<file path="src/rtl/spi_slave_pkg.sv">
// Shared types and constants for the SPI slave front end.
// Frame layout is {cmd[1:0], payload[DATA_W-1:0]}, MSB first on the wire.
package spi_slave_pkg;

   typedef enum logic [2:0] {
      IDLE,
      CHK_CMD,
      WRITE,
      READ_ADD,
      READ_DATA,
      TX_WAIT,
      TX_SHIFT,
      DONE
   } state_t;

   localparam logic [1:0] CMD_WR_ADDR = 2'b00;
   localparam logic [1:0] CMD_WR_DATA = 2'b01;
   localparam logic [1:0] CMD_RD_ADDR = 2'b10;
   localparam logic [1:0] CMD_RD_DATA = 2'b11;

   function automatic int frame_w(input int data_w);
      return data_w + 2;
   endfunction

endpackage

</file>
<file path="src/rtl/spi_tx_shifter.sv">
// MISO serialiser: a load presents the MSB on the same edge, the remaining
// bits follow one per clock, then MISO returns to 0 and done is flagged.
module spi_tx_shifter #(
   parameter int DATA_W = 8
) (
   input  logic              clk,
   input  logic              rst_n,
   input  logic              i_load,
   input  logic              i_abort,
   input  logic [DATA_W-1:0] i_data,
   output logic              o_miso,
   output logic              o_done
);

   localparam int CW = $clog2(DATA_W + 1);

   logic [DATA_W-1:0] r_sh;
   logic [CW-1:0]     r_cnt;
   logic              r_active;
   logic              r_miso;

   always_ff @(posedge clk or negedge rst_n) begin
      if (!rst_n) begin
         r_sh     <= '0;
         r_cnt    <= '0;
         r_active <= 1'b0;
         r_miso   <= 1'b0;
      end else if (i_abort) begin
         r_cnt    <= '0;
         r_active <= 1'b0;
         r_miso   <= 1'b0;
      end else if (i_load) begin
         r_sh     <= i_data << 1;
         r_miso   <= i_data[DATA_W-1];
         r_cnt    <= CW'(DATA_W - 1);
         r_active <= 1'b1;
      end else if (r_active) begin
         if (r_cnt != '0) begin
            r_miso <= r_sh[DATA_W-1];
            r_sh   <= r_sh << 1;
            r_cnt  <= r_cnt - CW'(1);
         end else begin
            r_miso   <= 1'b0;
            r_active <= 1'b0;
         end
      end
   end

   // done is high during the last driven bit so the FSM leaves TX_SHIFT
   // on the same edge that returns MISO to 0
   assign o_done = r_active && (r_cnt == '0);
   assign o_miso = r_miso;

endmodule

</file>
<file path="src/rtl/spi_slave_ctrl.sv">
// SPI slave front end: MOSI frame deserialiser with command checking, abort
// detection and a ready/valid MISO path. Optional parity: SPI_SLAVE_PARITY_EN.
module spi_slave_ctrl
   import spi_slave_pkg::*;
#(
   parameter int DATA_W = 8
) (
   input  logic              clk,
   input  logic              rst_n,
   input  logic              SS_n,
   input  logic              MOSI,
   output logic              MISO,
   output logic [DATA_W+1:0] rx_data,
   output logic              rx_valid,
   input  logic [DATA_W-1:0] tx_data,
   input  logic              tx_valid,
   output logic              tx_ready,
   output logic              frame_err,
   output logic              parity_err,
   output logic              busy
);

   localparam int FRAME_W = frame_w(DATA_W);
   localparam int CW      = $clog2(FRAME_W + 1);
`ifdef SPI_SLAVE_PARITY_EN
   localparam int SHIFT_W  = FRAME_W;
   localparam int LAST_CNT = FRAME_W;
`else
   localparam int SHIFT_W  = FRAME_W - 1;
   localparam int LAST_CNT = FRAME_W - 1;
`endif

   state_t               r_state, w_state_nxt;
   logic [SHIFT_W-1:0]   r_shift, w_shift_nxt;
   logic [CW-1:0]        r_cnt, w_cnt_nxt;
   logic                 r_pend, w_pend_nxt;
   logic [FRAME_W-1:0]   r_rx_data;
   logic                 r_rx_valid, r_frame_err, r_parity_err, r_tx_ready;
   logic                 w_rx_valid, w_frame_err, w_parity_err, w_tx_ready_nxt;
   logic                 w_rx_load, w_tx_load, w_tx_abort, w_tx_done;
   logic [FRAME_W-1:0]   w_frame;
   logic [1:0]           w_cmd;
   logic                 w_cmd_ok;
   logic                 w_par_ok;

`ifdef SPI_SLAVE_PARITY_EN
   // Odd parity: the frame plus the trailing bit must hold an odd count of ones
   assign w_frame  = r_shift;
   assign w_par_ok = ^{r_shift, MOSI};
`else
   assign w_frame  = {r_shift, MOSI};
   assign w_par_ok = 1'b1;
`endif
   assign w_cmd = w_frame[FRAME_W-1:FRAME_W-2];

   always_comb begin
      w_cmd_ok = 1'b0;
      case (r_state)
         READ_ADD:  w_cmd_ok = (w_cmd == CMD_RD_ADDR);
         READ_DATA: w_cmd_ok = (w_cmd == CMD_RD_DATA);
         WRITE:     w_cmd_ok = (w_cmd == CMD_WR_ADDR) || (w_cmd == CMD_WR_DATA);
         default:   w_cmd_ok = 1'b0;
      endcase
   end

   always_comb begin
      w_state_nxt    = r_state;
      w_shift_nxt    = r_shift;
      w_cnt_nxt      = r_cnt;
      w_pend_nxt     = r_pend;
      w_rx_valid     = 1'b0;
      w_frame_err    = 1'b0;
      w_parity_err   = 1'b0;
      w_rx_load      = 1'b0;
      w_tx_load      = 1'b0;
      w_tx_abort     = 1'b0;
      w_tx_ready_nxt = 1'b0;
      case (r_state)
         IDLE: begin
            w_cnt_nxt = '0;
            if (!SS_n) w_state_nxt = CHK_CMD;
         end
         CHK_CMD: begin
            if (SS_n) begin
               w_state_nxt = IDLE;
            end else begin
               w_shift_nxt = SHIFT_W'(MOSI);
               w_cnt_nxt   = CW'(1);
               if (!MOSI)      w_state_nxt = WRITE;
               else if (r_pend) w_state_nxt = READ_DATA;
               else             w_state_nxt = READ_ADD;
            end
         end
         WRITE, READ_ADD, READ_DATA: begin
            if (SS_n) begin
               w_state_nxt = IDLE;
               w_frame_err = 1'b1;
            end else if (r_cnt < CW'(LAST_CNT)) begin
               w_shift_nxt = {r_shift[SHIFT_W-2:0], MOSI};
               w_cnt_nxt   = r_cnt + CW'(1);
            end else if (!w_par_ok) begin
               w_parity_err = 1'b1;
               w_state_nxt  = DONE;
            end else if (w_cmd_ok) begin
               w_rx_valid = 1'b1;
               w_rx_load  = 1'b1;
               if (w_cmd == CMD_RD_ADDR) w_pend_nxt = 1'b1;
               if (w_cmd == CMD_RD_DATA) begin
                  w_pend_nxt  = 1'b0;
                  w_state_nxt = TX_WAIT;
               end else begin
                  w_state_nxt = DONE;
               end
            end else begin
               w_frame_err = 1'b1;
               w_state_nxt = DONE;
            end
         end
         TX_WAIT: begin
            if (SS_n) begin
               w_state_nxt = IDLE;
               w_frame_err = 1'b1;
            end else if (tx_valid && r_tx_ready) begin
               w_tx_load   = 1'b1;
               w_state_nxt = TX_SHIFT;
            end else begin
               w_tx_ready_nxt = 1'b1;
            end
         end
         TX_SHIFT: begin
            if (SS_n) begin
               w_state_nxt = IDLE;
               w_frame_err = 1'b1;
               w_tx_abort  = 1'b1;
            end else if (w_tx_done) begin
               w_state_nxt = DONE;
            end
         end
         DONE: begin
            if (SS_n) w_state_nxt = IDLE;
         end
         default: w_state_nxt = IDLE;
      endcase
   end

   always_ff @(posedge clk or negedge rst_n) begin
      if (!rst_n) begin
         r_state      <= IDLE;
         r_shift      <= '0;
         r_cnt        <= '0;
         r_pend       <= 1'b0;
         r_rx_data    <= '0;
         r_rx_valid   <= 1'b0;
         r_frame_err  <= 1'b0;
         r_parity_err <= 1'b0;
         r_tx_ready   <= 1'b0;
      end else begin
         r_state      <= w_state_nxt;
         r_shift      <= w_shift_nxt;
         r_cnt        <= w_cnt_nxt;
         r_pend       <= w_pend_nxt;
         r_rx_valid   <= w_rx_valid;
         r_frame_err  <= w_frame_err;
         r_parity_err <= w_parity_err;
         r_tx_ready   <= w_tx_ready_nxt;
         if (w_rx_load) r_rx_data <= w_frame;
      end
   end

   spi_tx_shifter #(.DATA_W(DATA_W)) u_tx (
      .clk     (clk),
      .rst_n   (rst_n),
      .i_load  (w_tx_load),
      .i_abort (w_tx_abort),
      .i_data  (tx_data),
      .o_miso  (MISO),
      .o_done  (w_tx_done)
   );

   assign rx_data    = r_rx_data;
   assign rx_valid   = r_rx_valid;
   assign frame_err  = r_frame_err;
   assign parity_err = r_parity_err;
   assign tx_ready   = r_tx_ready;
   assign busy       = (r_state != IDLE);

endmodule

</file>
<file path="config.mk">
export PLATFORM = sky130hd
export DESIGN_NAME = spi_slave_ctrl
export DESIGN_NICKNAME = d
export VERILOG_FILES = /design/src/rtl/spi_slave_pkg.sv /design/src/rtl/spi_tx_shifter.sv /design/src/rtl/spi_slave_ctrl.sv
export SDC_FILE = /design/constraint.sdc
export NUM_CORES = 1
export LEC_CHECK = 0
export ABC_AREA = 1
export CORE_MARGIN = 4
export CORE_UTILIZATION = 45
export DETAILED_ROUTE_END_ITERATION = 12
export GPL_TIMING_DRIVEN = 0
export PLACE_DENSITY = 0.69
export SLEW_MARGIN = 20
export SYNTH_ARGS = -nofsm -noshare
export SYNTH_HDL_FRONTEND = slang
export SYNTH_SLANG_ARGS = --single-unit
</file>
<file path="constraint.sdc">
create_clock -name clk -period 1.9 [get_ports clk]
set_input_delay 0.19 -clock clk [delete_from_list [all_inputs] [get_ports clk]]
set_output_delay 0.19 -clock clk [all_outputs]
set_load 0.01 [all_outputs]
</file>
==> results.cfg <==
[synthesis]
synth-adder-area-share_pct = 1.696
synth_mux_area_share_pct = 0
synth_top_area_share_pct = 48.62
syn_nets = 299
syn_inst = 283
synth_compound_area_share_pct = 8.479
synth_top_family_by_area = simple AND/OR/NAND/NOR gates
yosys_warnings = 0
synthXorXnorAreaFrac_pct = 1.187
ys_seq_area_share_pct = 48.62
synth.largest_area_cell = dfrtp_1
ys_types = 27
synth.avg_cell_area_um2 = 7.821
ys.flop_type = dfrtp_1
syn_area_mm2 = 0.002213
ys_top_cells_by_area = dfrtp_1, nand2_1, nand3_1
yosys_register_bits = 43
synth-simple-area-share_pct = 32.45
synth_edf_count = 0
yosysMostFrequentCell = nand2_1
async_flop_share_pct = 100.0
synth_common_cells = nand2_1, dfrtp_1, inv_1

[setup_path]
regToRegStartpoint = r_state[2]$_DFFE_PN0P_
reg2reg_slack_ns = 0.21
cp.required_ns = 1.71
reg2reg_depth = 8
worstPathArrival_ns = 1.59
cp-end-kind = output pin
path_max_fanout = 7
rr_endpoint = u_tx.r_sh[4]$_DFFE_PN0P_
startpoint_type = flop
critical_path_class = flop to output pin

[run]
cap_viol_max_count = 0

[timing]
slew_viol_final = 0
setup_viol = 0
fin_skew_ns = 0.007994
finalHoldViolCount = 0
min_period_ns = 1.780
min_period_over_period_pct = 93.67
fmax_mhz = 561.9
holdWs_ns = 0.3735
setup-tns-final_ns = 0
rsz0062_at_grt = false

[pwr]
p_comb_share_pct = 39.7
p_clk_share_pct = 19.7
intPower_mw = 1.781
switching_share_pct = 40.57
switchingPower_mw = 1.216
power_frac_seq_pct = 40.6
powerDensity_mw_per_mm2 = 1112
vdd_drop_max_mv = 0.4355
finalPower_mw = 2.996
power.leakage_nw = 1.390

[global_route]
grt.total_usage_pct = 16.54
grt_pass1_wl_um = 8204
grt_max_degree = 25
antenna_found_initial = 0
first_global_vias = 1870
grt_overflow = 0

[clocking]
clk_latency_ns = 0.29
clkSinkCount = 43
root_buffer = clkbuf_8
cts_buffers = 5
clkTransAtPathRegs_ns = 0.09
cts_setup_buffers = 0
cts_max_level = 2
clockBufferDepth = 2
cts_tree = done

[drt]
drtIter0Drc = 101
vias = 1832
vias_per_cell = 4.734
drcViolationCount = 0
drtPass1Iterations = 4
routedWlPerCell_um = 11.58
routed_wl_um = 4482
drtAntennaViolNets = 0

[placement]
port_buffers = 27
place_congestion = 0.9060
post-dp-hpwl_um = 3315

[die]
die_x_um = 78.13
rows = 25
die-area_mm2 = 0.006104
io_pins = 29
floorplan.initialDensity_pct = 46.55
die_h_um = 78.13
core_area_mm2 = 0.004755

[run_status]
status = finished, final reports clean

[min_path]
worstHoldPathType = input port to async pin

[final_layout]
nets = 335
syn2layout_area_growth_pct = 21.76
drive_gt1_share_pct = 12.81
fillers = 465
diodes = 0
## layer usage
layer / wire [um] / vias up / GRT usage [%]
li1: - / 970 / -
met1: 2167 / 830 / 22.24
met2: 2090 / 30 / 26.37
met3: 188 / 2 / 3.784
met4: 36 / 0 / 5.594
met5: 0 / - / 0
## logic make-up after synthesis
kind of cell / after synthesis
other: 1
flip-flops: 43
XOR/XNOR: 3
adder cells (fa/ha/maj): 3
buffers and inverters: 39
AO/OA/AOI/OAI: 28
AND/OR/NAND/NOR: 166
## power by group through the flow
stage / Sequential, mW / Clock [mW] / Combinational [mW]
CTS: 1.21 / 0.612 / 1.19
floorplan: 1.21 / 0 / 0.879
global placement: 1.22 / 0 / 1.16
detailed placement: 1.22 / 0 / 1.18
finish: 1.22 / 0.590 / 1.19
global route: 1.24 / 0.655 / 1.37
## worst max path at each step
stage	endpoint	start	slack [ns]	cells past startpoint
global route	busy	r_state[2]$_DFFE_PN0P_	0.03	4
floorplan	rx_data[0]$_DFFE_PN0P_	r_state[0]$_DFFE_PN0P_	0.45	8
finish	busy	r_state[1]$_DFFE_PN0P_	0.12	3
global placement	rx_data[5]$_DFFE_PN0P_	rst_n	-0.55	1
detailed placement	u_tx.r_sh[4]$_DFFE_PN0P_	SS_n	-0.05	9
CTS	busy	r_state[2]$_DFFE_PN0P_	0.06	4
## area by class of cell
cell class / instances / area, um^2 / share of cell area, %
Multi-Input combinational cell: 201 / 983.4 / 36.49
Sequential cell: 43 / 1076 / 39.93
Buffer: 7 / 43.79 / 1.625
Clock buffer: 5 / 68.82 / 2.553
Inverter: 32 / 120.1 / 4.457
Tap cell: 67 / 83.83 / 3.110
Timing Repair Buffer: 29 / 295.3 / 10.96
Clock inverter: 3 / 23.77 / 0.8821
## through the flow
step | std cells | area [um^2] | worst slack, ns | util, %
after floorplan | 283 | 2213 | 0.4478 | -
after global placement | 377 | 2567 | -0.5464 | 54.00
after detailed placement | 378 | 2582 | -0.05414 | 54.32
after CTS | 387 | 2685 | 0.05738 | 56.47
after global routing | 387 | 2695 | 0.02556 | 56.68
final | 387 | 2695 | 0.1203 | 56.68
## flip-flops by register name, summed over array words and instances, names as in the netlist, 3 cells and up
register / count
u_tx.r_sh: 7
u_tx.r_cnt: 4
r_shift: 9
r_cnt: 4
r_state: 3
rx_data: 10
## worst max-delay path, cell delays in order (launching register included)
cell             delay, ns
dfrtp_1               0.54
nor2_4                0.09
nand2_1               0.12
clkdlybuf4s50_1       0.55
## timing repair
action	4_1_cts	5_1_grt
endpoints found under the setup margin	0	1
gates resized for setup	0	2
hold endpoints to repair	19	0
hold buffers	1	0
## placed cells by master (no fill, tap or decap), drive strengths merged
master / n
a21oi: 2
and2: 1
buf: 9
clkbuf: 5
clkdlybuf4s50: 26
clkinvlp: 2
conb: 1
dfrtp: 43
dlygate4sd3: 1
ha: 3
inv: 33
nand2: 108
nand3: 25
nand3b: 1
nand4: 6
nor2: 23
nor3: 2
o21ai: 16
o22ai: 9
o31ai: 1
xnor2: 1
xor2: 2
Power figures use the tool's default switching activity.
==> RTL change 1: new RTL, config.mk and constraints unchanged <==
Encoding of `state_t`: now Gray code (3 bits for 8 states).
--- a/src/rtl/spi_slave_pkg.sv
+++ b/src/rtl/spi_slave_pkg.sv
@@ -3,14 +3,14 @@
 package spi_slave_pkg;
 
    typedef enum logic [2:0] {
-      IDLE,
-      CHK_CMD,
-      WRITE,
-      READ_ADD,
-      READ_DATA,
-      TX_WAIT,
-      TX_SHIFT,
-      DONE
+      IDLE      = 3'b000,
+      CHK_CMD   = 3'b001,
+      WRITE     = 3'b011,
+      READ_ADD  = 3'b010,
+      READ_DATA = 3'b110,
+      TX_WAIT   = 3'b111,
+      TX_SHIFT  = 3'b101,
+      DONE      = 3'b100
    } state_t;
 
    localparam logic [1:0] CMD_WR_ADDR = 2'b00;
Behaviour: same outputs for any inputs over 10 cycles, from zero or initial values and one cycle with rst_n low; not proved beyond that.
==> RTL change 1 against the unedited design <==
- sequential share of layout area up 1.4 points
- sequential cell count unchanged
- worst setup slack worse by 0.0080 ns
- synthesized cell count down 1.1%
- area after synthesis down 2.2%
- die area down 2.0%
- critical path depth up 1
- clock skew down 0.0022 ns
- power down 12%
- design area down 3.2%
- routed wire length down 4.5%
- utilization up 1.2 points
- cell count down 5.2%
- highest routed layer unchanged
==> RTL change 1: results (changes against the unedited design) <==
status=finished clean; CTS clk-pin slew, worst paths=0.08 ns; via count=1796 (-2.0%); largest net degree at the start of global routing=24 (-4.0%); Static Leak=1.38 nW (-0.37%); Cells after Synth=280 (-1.1%); Routability Congestion=0.835 (-7.9%); Synth Area in Adders=0.0173 (+0.000382); Peak VDD IR=0.794 mV (+82%); initial antenna violation count=0 (unchanged); Area after DPL=2520 um^2 (-2.3%); multi-input gate count=206 (+2.5%); Largest register FFs=10 (unchanged); PwrDens=1010 nW/um^2 (-8.8%); Max FO, Critical Path=9 (+2); first-pass GRT wire length=7600 um (-7.4%); vias in the first global route=1708 (-8.7%); Crit path largest cell delay=0.56 ns; final instance area=2610 um^2 (-3.2%); Setup Skew=0.00575 ns (-0.00224 ns); 1st-iter DRT viols=112 (+11%); Inst Count DP=360 (-4.8%); top cells by area, synth=dfrtp_1 50%, nand2_1 21%, nand3_1 6.2%, inv_1 3.6%, nor2_1 2.6%; Syn Nets=296 (-1.0%); Final clock-cell share=0.0278 (-0.00654); share of flip-flops with an asynchronous set or reset=1.00 (unchanged); # nets final=332 (-0.90%); share of cells above drive strength 1=0.0921 (-0.0361); Slew HR=0.664; Avg WL per Cell=11.7 um (+0.67%); mux contribution to synthesized area=0 (unchanged); CTS sink count=43 (unchanged); register area share after synthesis=0.497 (+0.0110); clock buffer count in the final layout=6 (+1); buffer levels on the longest clock path=2 (unchanged); pre-CTS WS=-0.0163 ns (+0.0379 ns); Seq area share=0.413 (+0.0137); multi-input combinational area share=0.364 (-0.000874); filler cell count=415 (-11%); Overall Global Routing Usage=0.158 (-0.00775); XOR/XNOR Fraction of Synth Area=0.0162 (+0.00431); DP HPWL=3140 um (-5.2%); post-route insts no fill=367 (-5.2%); post-synthesis compound-gate area fraction=0.0543 (-0.0305); nonclk inv count=25 (-22%); buffering overhead=0.134 (+0.00848); synth cell count leaders=121 x nand2_1, 43 x dfrtp_1, 27 x nand3_1, 21 x inv_1, 15 x nor2_1; Signal buffers=35 (-2.8%)
-- RTL change 1: per-layer routing --
layer,vias to the layer above,wire length [um],global-route usage
li1,942,-,-
met1,821,2040,0.194
met2,28,2000,0.268
met3,5,188,0.0486
met4,0,51,0.0445
met5,-,0,0
-- RTL change 1: where the power goes --
group | switching (mW) | internal (mW)
registers | 0.116 | 1.04
logic | 0.584 | 0.378
clock network | 0.287 | 0.245
total | 0.987 | 1.66
-- RTL change 1: final timing paths --
path	startpoint	cells past startpoint	endpoint	slack, ns
max	r_state[0]	4	busy	0.11
min	rst_n	2	r_cnt[2]	0.39
max reg2reg	r_state[0]	7	r_shift[8]	0.33
min reg2reg	rx_data[9]	2	rx_data[9]	0.47
max in group asynchronous	rst_n	3	r_shift[2]	1.03
min in group clk	tx_data[0]	3	u_tx.r_sh[1]	0.44
==> RTL change 2: new RTL, config.mk and constraints unchanged <==
Made on the original files. Add a define of `SPI_SLAVE_PARITY_EN`.
--- a/src/rtl/spi_slave_ctrl.sv
+++ b/src/rtl/spi_slave_ctrl.sv
@@ -1,5 +1,7 @@
 // SPI slave front end: MOSI frame deserialiser with command checking, abort
 // detection and a ready/valid MISO path. Optional parity: SPI_SLAVE_PARITY_EN.
+`define SPI_SLAVE_PARITY_EN
+
 module spi_slave_ctrl
    import spi_slave_pkg::*;
 #(
Formal check against the unedited RTL: no difference found for any inputs over 10 cycles, from zero or initial values and one cycle with rst_n low; that may be too few to reach the edited logic, so the function may still have changed.
==> RTL change 2 against the unedited design <==
- first-iteration DRC count shrank 5.0%
- sequential cell count grew 2
- area after synthesis grew 6.4%
- power grew 4.8%
- highest routed layer unchanged
- non-clock buffer count shrank 2
- largest cell class unchanged
- cell count grew 3.1%
- clock skew grew 0.00075 ns
- critical path type is now reg -> reg
- utilization shrank 0.18 points
- worst setup slack gained 0.059 ns
- via count grew 7.1%
- routed wire length grew 5.2%
- design area grew 6.4%
==> RTL change 2: results (changes against the unedited design) <==
Overall Global Routing Usage=0.167 (+0.00178); largest net degree at the start of global routing=32 (+28%); Detailed Routing Iterations Pass 1=5 (+1); top cells by area, synth=dfrtp_1 48%, nand2_1 15%, nor2_1 4.1%, o21ai_2 3.7%, inv_1 3.2%; status=finished clean; Static Leak=1.38 nW (-1.0%); Setup Skew=0.00875 ns (+0.000754 ns); first-pass GRT wire length=8460 um (+3.1%); Port Buf Inserts=28 (+3.7%); switch share=0.371 (-0.0348); pre-CTS WS=-0.142 ns (-0.0875 ns); Routability Congestion=0.820 (-9.5%); Worst Path Arrival=1.91 ns (+0.32 ns); Syn Nets=306 (+2.3%); share of cells above drive strength 1=0.164 (+0.0360); DP HPWL=3510 um (+5.9%); RR Endpoint=r_state[1]; post-DR vias/cell=4.92 (+3.9%); filler cell count=496 (+6.7%); Inst Count DP=390 (+3.2%); register area share after synthesis=0.478 (-0.00794); Max FO, Critical Path=10 (+3); Synth Area in Adders=0.0106 (-0.00633); Area after DPL=2740 um^2 (+6.0%); # nets final=343 (+2.4%); Clk network pwr share=0.236 (+0.039); post-synthesis compound-gate area fraction=0.143 (+0.0581); vias in the first global route=1862 (-0.43%); post-route insts no fill=399 (+3.1%); Peak VDD IR=0.426 mV (-2.1%); synth cell count leaders=96 x nand2_1, 45 x dfrtp_1, 26 x nor2_1, 20 x inv_1, 11 x nand3_1; 1st-iter DRT viols=96 (-5.0%); Avg WL per Cell=11.8 um (+2.0%)
-- RTL change 2: per-stage QoR --
stage | utilization | hold WS [ns] | setup TNS [ns]
CTS | 0.564 | 0.332 | 0
detailed placement | 0.539 | 0.120 | -0.965
global placement | 0.536 | 0.467 | -29.00
finish | 0.565 | 0.337 | 0
global route | 0.565 | 0.366 | 0
floorplan | - | -0.106 | 0
-- RTL change 2: repair_timing --
action | in CTS | in global routing
endpoints found under the setup margin | 0 | 4
gates resized for setup | 0 | 3
hold endpoints to repair | 14 | 0
hold buffers | 1 | 0
-- RTL change 2: final cells by class --
type / instances / area (um^2) / share of cell area
plain buffers: 4 / 35.0 / 0.0122
clock buffers: 7 / 86.3 / 0.0301
clock inverters: 1 / 30.0 / 0.0105
inverters: 33 / 126 / 0.0441
multi-input cells: 209 / 1070 / 0.372
flip-flops and latches: 45 / 1130 / 0.393
well taps: 70 / 87.6 / 0.0305
repair buffers: 30 / 308 / 0.107
-- RTL change 2: layer usage --
layer	share of wire	vias to the layer above	GRT usage
li1	-	1019	-
met1	0.49	896	0.226
met2	0.46	41	0.267
met3	0.033	6	0.0280
met4	0.014	0	0.0659
met5	0	-	0
-- RTL change 2: how the worst max path moves through the flow --
stage | endpoint | slack [ns] | cells after the start
after floorplan | rx_data[9] | 0.34 | 10
after global placement | u_tx.r_sh[3] | -0.63 | 1
after detailed placement | rx_data[9] | -0.14 | 14
after CTS | busy | 0.04 | 4
after global routing | rx_data[9] | 0.003 | 12
final | r_state[1] | 0.18 | 11
-- RTL change 2: critical path, cell delays in order (launching register included) --
cell,delay (ns)
dfrtp_1,0.46
inv_2,0.09
nor2_2,0.14
nand2_2,0.09
nand3b_4,0.13
nand2_1,0.08
inv_2,0.07
nand2_2,0.15
nand2_1,0.21
nor2_1,0.08
nand2_1,0.07
nand2_1,0.04
